$ cat config.mk
export PLATFORM = sky130hd
export DESIGN_NAME = util_tx_timestamp_inserter_flat
export DESIGN_NICKNAME = d
export VERILOG_FILES = /design/src/rtl/util_tx_timestamp_pkg.sv /design/src/rtl/util_tx_timestamp_inserter_if.sv /design/src/rtl/util_tx_timestamp_inserter.sv /design/src/flat_wrapper.sv
export SDC_FILE = /design/constraint.sdc
export NUM_CORES = 1
export LEC_CHECK = 0
export CAP_MARGIN = 0
export CORE_MARGIN = 4
export CORE_UTILIZATION = 57
export DETAILED_ROUTE_END_ITERATION = 10
export PLACE_DENSITY = 0.79
export SETUP_SLACK_MARGIN = 0.3
export SYNTH_ARGS = -nofsm -noshare
export SYNTH_HDL_FRONTEND = slang
export SYNTH_SLANG_ARGS = --single-unit
$ cat constraint.sdc
create_clock -name dma_clk -period 7.1 [get_ports dma_clk]
set_input_delay 1.42 -clock dma_clk [delete_from_list [all_inputs] [get_ports dma_clk]]
set_output_delay 1.42 -clock dma_clk [all_outputs]
set_load 0.005 [all_outputs]
$ cat src/rtl/util_tx_timestamp_pkg.sv
// Shared definitions for the TX timestamp framing path.
// Contents: timestamp width, inserter FSM state encodings, block-width helper.
package util_tx_timestamp_pkg;

  localparam int unsigned TS_WIDTH = 64;

  // Inserter FSM state encodings
  localparam logic [2:0] ST_IDLE   = 3'd0;
  localparam logic [2:0] ST_HDR    = 3'd1;
  localparam logic [2:0] ST_TS     = 3'd2;
  localparam logic [2:0] ST_DATA   = 3'd3;
  localparam logic [2:0] ST_BYPASS = 3'd4;

  // Bits per stream block
  function automatic int unsigned blk_width(input int unsigned nch,
                                            input int unsigned spc,
                                            input int unsigned sdw);
    return nch * spc * sdw;
  endfunction

endpackage

$ cat src/rtl/util_tx_timestamp_inserter_if.sv
// DMA-style stream bundle: valid/ready handshake, transfer-active flag, data.
// master drives valid/xfer_req/data and samples ready; slave is the mirror.
interface util_tx_timestamp_inserter_if #(
  parameter int unsigned DW = 64
);

  logic          valid;
  logic          ready;
  logic          xfer_req;
  logic [DW-1:0] data;

  modport master (output valid, output xfer_req, output data, input ready);
  modport slave  (input valid, input xfer_req, input data, output ready);

endinterface

$ cat src/rtl/util_tx_timestamp_inserter.sv
// Re-frames a TX DMA stream whose first block carries a 64-bit start timestamp
// into timestamp block + timestamp_every data blocks, repeated.
// Ports:
//   dma_clk, dma_resetn   clock, synchronous active-low reset
//   timestamp_every       data blocks per period (0 = bypass), sampled at transfer start
//   samples_per_block     per-channel samples per block, sampled at transfer start
//   inserted_count        timestamp blocks emitted since reset (wraps)
//   s_axis                DMA input stream (slave)
//   m_axis                output stream to util_upack2_timestamp (master)
module util_tx_timestamp_inserter
  import util_tx_timestamp_pkg::*;
#(
  parameter int unsigned NUM_OF_CHANNELS     = 4,
  parameter int unsigned SAMPLES_PER_CHANNEL = 1,
  parameter int unsigned SAMPLE_DATA_WIDTH   = 16
) (
  input  logic                          dma_clk,
  input  logic                          dma_resetn,
  input  logic [31:0]                   timestamp_every,
  input  logic [7:0]                    samples_per_block,
  output logic [31:0]                   inserted_count,
  util_tx_timestamp_inserter_if.slave   s_axis,
  util_tx_timestamp_inserter_if.master  m_axis
);

  localparam int unsigned DW = blk_width(NUM_OF_CHANNELS, SAMPLES_PER_CHANNEL, SAMPLE_DATA_WIDTH);

  if (DW < TS_WIDTH) begin : g_dw_check
    $error("util_tx_timestamp_inserter: block width %0d is narrower than the timestamp", DW);
  end

  logic [2:0]          state, state_nxt;
  logic [31:0]         every_q, cnt;
  logic [TS_WIDTH-1:0] step_q, ts_q;
  logic                m_valid, m_xfer_req;
  logic [DW-1:0]       m_data;
  logic                load_c, s_ready_c, s_hs_c, beat_c, last_c;

  assign load_c = !m_valid || m_axis.ready;
  assign s_hs_c = s_axis.valid && s_ready_c;
  assign last_c = (cnt == every_q - 32'd1);

  // Input accept: header sink in HDR, follows the output register in DATA/BYPASS
  always_comb begin
    s_ready_c = 1'b0;
    case (state)
      ST_HDR:             s_ready_c = 1'b1;
      ST_DATA, ST_BYPASS: s_ready_c = load_c;
      default:            s_ready_c = 1'b0;
    endcase
  end

  // Next state and output-register load strobe
  always_comb begin
    state_nxt = state;
    beat_c    = 1'b0;
    case (state)
      ST_IDLE: begin
        if (s_axis.xfer_req) state_nxt = (timestamp_every == 32'd0) ? ST_BYPASS : ST_HDR;
      end
      ST_HDR: begin
        if (s_hs_c) state_nxt = ST_TS;
      end
      ST_TS: begin
        beat_c = load_c;
        if (load_c) state_nxt = ST_DATA;
      end
      ST_DATA: begin
        beat_c = s_hs_c;
        if (s_hs_c && last_c) state_nxt = ST_TS;
      end
      ST_BYPASS: begin
        beat_c = s_hs_c;
      end
      default: state_nxt = ST_IDLE;
    endcase
    // Transfer end or abort wins from any state
    if (!s_axis.xfer_req) state_nxt = ST_IDLE;
  end

  // State register
  always_ff @(posedge dma_clk) begin
    if (!dma_resetn) state <= ST_IDLE;
    else             state <= state_nxt;
  end

  // Output register, timestamp accumulator and period counter
  always_ff @(posedge dma_clk) begin
    if (!dma_resetn) begin
      m_valid        <= 1'b0;
      m_data         <= '0;
      m_xfer_req     <= 1'b0;
      inserted_count <= 32'd0;
      every_q        <= 32'd0;
      step_q         <= '0;
      ts_q           <= '0;
      cnt            <= 32'd0;
    end else begin
      m_xfer_req <= s_axis.xfer_req;

      // A beat still pending when the transfer ends is dropped
      if (!s_axis.xfer_req) begin
        m_valid <= 1'b0;
      end else if (beat_c) begin
        m_valid <= 1'b1;
        m_data  <= (state == ST_TS) ? DW'(ts_q) : s_axis.data;
      end else if (m_axis.ready) begin
        m_valid <= 1'b0;
      end

      // Configuration snapshot; the multiply stays off the data path
      if (state == ST_IDLE && s_axis.xfer_req) begin
        every_q <= timestamp_every;
        step_q  <= TS_WIDTH'(timestamp_every) * TS_WIDTH'(samples_per_block);
      end

      if (state == ST_HDR && s_hs_c && s_axis.xfer_req)
        ts_q <= s_axis.data[TS_WIDTH-1:0];

      if (state == ST_TS && load_c && s_axis.xfer_req) begin
        ts_q           <= ts_q + step_q;
        cnt            <= 32'd0;
        inserted_count <= inserted_count + 32'd1;
      end

      if (state == ST_DATA && s_hs_c && s_axis.xfer_req)
        cnt <= cnt + 32'd1;
    end
  end

  assign s_axis.ready    = s_ready_c;
  assign m_axis.valid    = m_valid;
  assign m_axis.data     = m_data;
  assign m_axis.xfer_req = m_xfer_req;

endmodule
$ cat src/flat_wrapper.sv
// flat-port wrapper written by rule: the top's interface ports become plain ports
module util_tx_timestamp_inserter_flat import util_tx_timestamp_pkg::*;
#(
  parameter int unsigned NUM_OF_CHANNELS     = 4,
  parameter int unsigned SAMPLES_PER_CHANNEL = 1,
  parameter int unsigned SAMPLE_DATA_WIDTH   = 16
)
  (dma_clk, dma_resetn, timestamp_every, samples_per_block, inserted_count, s_axis_valid, s_axis_xfer_req, s_axis_data, s_axis_ready, m_axis_valid, m_axis_xfer_req, m_axis_data, m_axis_ready);
  util_tx_timestamp_inserter_if s_axis_i ();
  util_tx_timestamp_inserter_if m_axis_i ();
  input  logic dma_clk;
  input  logic dma_resetn;
  input  logic [31:0] timestamp_every;
  input  logic [7:0] samples_per_block;
  output logic [31:0] inserted_count;
  input wire logic [$bits(s_axis_i.valid)-1:0] s_axis_valid;
  input wire logic [$bits(s_axis_i.xfer_req)-1:0] s_axis_xfer_req;
  input wire logic [$bits(s_axis_i.data)-1:0] s_axis_data;
  output wire logic [$bits(s_axis_i.ready)-1:0] s_axis_ready;
  output wire logic [$bits(m_axis_i.valid)-1:0] m_axis_valid;
  output wire logic [$bits(m_axis_i.xfer_req)-1:0] m_axis_xfer_req;
  output wire logic [$bits(m_axis_i.data)-1:0] m_axis_data;
  input wire logic [$bits(m_axis_i.ready)-1:0] m_axis_ready;
  assign s_axis_i.valid = s_axis_valid;
  assign s_axis_i.xfer_req = s_axis_xfer_req;
  assign s_axis_i.data = s_axis_data;
  assign s_axis_ready = s_axis_i.ready;
  assign m_axis_valid = m_axis_i.valid;
  assign m_axis_xfer_req = m_axis_i.xfer_req;
  assign m_axis_data = m_axis_i.data;
  assign m_axis_i.ready = m_axis_ready;
  util_tx_timestamp_inserter #(.NUM_OF_CHANNELS(NUM_OF_CHANNELS), .SAMPLES_PER_CHANNEL(SAMPLES_PER_CHANNEL), .SAMPLE_DATA_WIDTH(SAMPLE_DATA_WIDTH)) u_core (.dma_clk(dma_clk), .dma_resetn(dma_resetn), .timestamp_every(timestamp_every), .samples_per_block(samples_per_block), .inserted_count(inserted_count), .s_axis(s_axis_i), .m_axis(m_axis_i));
endmodule
==> reports/summary.txt <==
Status = finished, final reports clean
Mapped Area = 22,800 um2
CP endpoint kind = flop
Clock transition at path regs = 60 ps
DIE WIDTH = 208 um
CTS Root Cell = clkbuf_16
Synth Register Bits = 269
Layout cell share with drive strength beyond 1 = 5.29%
Tcrit/Tclk final = 91.6%
Clock sinks = 269
CTS Buf Count = 29
Routability Congestion = 0.920
# port buffers = 207
Vias per std cell = 5.87
Overflow after GRT = 0
Crit-path most repeated cell = fa_1
CTS tree = done
Die ar. = 43,200 um2
Top-Level Pins = 208
Most common cell in the netlist = nand2_1
Crit Path Category = primary input to flop
Peak VDD IR = 0.177 mV
Worst Path Required = 7600 ps
Final Util = 68.1%
Post-DP HPWL = 47.9 mm
CP Max Fanout = 29
Initial antenna violation count = 0
Hold Slack = 458 ps
Initial DRC Count = 1,650
Top FF cell, synth = dfxtp_1
Max cap viols = 0
Synthesized instance count = 2,816
Rows = 72
Pwr/cell area = 265 nW/um2
Die height = 208 um
Buf/Inv on CP = 5
Avg Cell Area, Syn = 8.09 um2
Min-delay worst type = flop to flop
Total Nets Final = 3,356
Post-synth top cells = nand2_1, dfxtp_1, inv_1
Area leader, netlist = dfxtp_1
Final Critical Period = 6500 ps
Initial Utilization = 58.2%
Final hold violations = 0
Finished Layout Cells = 3,503
# hold bufs at CTS = 0
Asr flop ratio synth = 0%
Crit path DAT = 7000 ps
FMAX = 154 MHz
Critical-path cell list = clkdlybuf4s50_1, buf_12, nand2_1, fa_1, fa_1, inv_1, fa_1, inv_1, fa_1, inv_1, ha_1, a21o_1, nand2_1, a31oi_1, o21ai_0, a21oi_1, o41a_1, a211o_1, a21oi_1, mux2i_1, a31o_2
N_diodes = 0
Tot GR Track Use = 28.4%
Synth-to-Final Area Change = 16.9%
Drt pass-1 iters = 6
Part of the Yosys area used for sequential elements = 23.6%
Placed insts = 3,450
First-pass GRT wire length = 104 mm
Residual DRC = 0
Drt wl/cell = 18.1 um
Largest net degree at the start of global routing = 134
H-tree Lvls = 1
Number of synthesized flops with an enable pin = 0
Syn nets = 3,209
Core footprint = 39,100 um2
Vias in the first global route = 20,183
Slew Limit Fails = 0
Top area cells in the synthesized netlist = dfxtp_1, fa_1, nand2_1, and2_1, ha_1
Clk_skew = 28.6 ps
CP max stage cell = clkdlybuf4s50_1
Antenna Nets Post-Route = 0
Setup Viol. Count Final = 0
Crit start category = primary input
Critical Path Max Stage Delay = 560 ps
Leakage = 11.0 nW
Top cell type's share of synthesized area = 23.6%
Cell variety after synth = 71
Relative slew slack = 23.0%
Top delay family on crit path = adder cells
Clk_lat worst skew = 570 ps
Total number of vias = 20,555
Total Wirelength = 63.3 mm
Max Root-Sink Buffers = 3
Ys Warns = 0
Tightest Pin Transition = 1150 ps
Setup repair after global routing missed its margin = false
-- registers in the layout, indices dropped and copies added (netlist names) --
register	flops
u_core.ts_q	64
u_core.m_axis.xfer_req	1
u_core.every_q	32
u_core.m_axis.valid	1
u_core.inserted_count	32
u_core.cnt	32
u_core.m_axis.data	64
u_core.state	3
u_core.step_q	40
-- cell families (layout without fill, tap and decap cells) --
group,after synthesis,in the layout,synth area share (%)
compound gates,571,571,15.9
xor+xnor,130,130,5.00
fa+ha+maj,284,284,21.6
buf+inv,383,552,6.42
flops,269,269,23.6
mux,86,86,3.84
simple gates,1093,1093,23.6
-- final cells by class --
type | count | area (um2)
timing repair buffer | 273 | 2680
multi-input combinational | 2164 | 16000
inverter | 226 | 853
sequential | 269 | 5390
fill | 3220 | 12500
clock inverter | 14 | 258
clock buffer | 39 | 823
tap | 518 | 648
-- report_power, final --
part	switching [mW]	internal, mW
logic	2.08	1.58
clock network	0.631	1.06
registers	0.0886	1.60
total	2.80	4.25
-- timing repair --
action / CTS / global route
resized for setup: 0 / 12
setup buffers: 0 / 0
setup endpoints to repair: 0 / 11
-- final timing paths --
| path | from | endpoint | slack [ps] | cells after the start |
|---|---|---|---|---|
| hold / removal | u_core.step_q[5]$_SDFFE_PN0P_ | u_core.step_q[5]$_SDFFE_PN0P_ | 460 | 2 |
| hold reg to reg | u_core.step_q[5]$_SDFFE_PN0P_ | u_core.step_q[5]$_SDFFE_PN0P_ | 460 | 2 |
| setup reg to reg | u_core.ts_q[0]$_SDFFE_PN0P_ | u_core.ts_q[62]$_SDFFE_PN0P_ | 3360 | 14 |
| setup / recovery | samples_per_block[4] | u_core.step_q[19]$_SDFFE_PN0P_ | 600 | 21 |
-- per-layer routing --
layer | vias to the layer above | share of wire (%) | GRT usage [%]
met5 | - | 0 | 0
met4 | 0 | 2.5 | 7.32
met3 | 100 | 7.1 | 4.17
met2 | 751 | 46 | 45.5
met1 | 9846 | 45 | 40.7
li1 | 9858 | - | -
-- through the flow --
step           cell area [um2]  power (mW)  setup TNS (ps)  setup WS (ps)
2_1_floorplan            22800        4.26               0            780
3_3_place_gp             25500        5.23               0           25.4
3_5_place_dp             25500        5.31            -183          -80.5
4_1_cts                  26600        7.02               0            498
5_1_grt                  26600        7.62               0            286
6_report                 26600        7.05               0            599
-- worst register-to-register path: cells and delay by family (launching register included) --
kind / cells / cell delay (ps)
compound gates: 6 / 1390
simple gates: 4 / 950
fa+ha+maj: 2 / 670
flops: 1 / 420
buf+inv: 2 / 240
-- layout by cell type, fill, tap and decap left out, drive strengths merged, types with 36 or more instances in the layout --
cell	synthesis	routed
inv	225	227
ha	103	103
o21ai	82	82
fa	181	181
nor2	204	204
xnor2	70	70
clkdlybuf4s50	0	200
dfxtp	269	269
mux2i	76	76
a21oi	201	201
a21o	41	41
clkbuf	134	39
and2	217	217
xor2	60	60
a211oi	86	86
buf	23	67
nand3	68	68
nand2	384	384
a31oi	36	36
(Power assumes the default switching activity.)
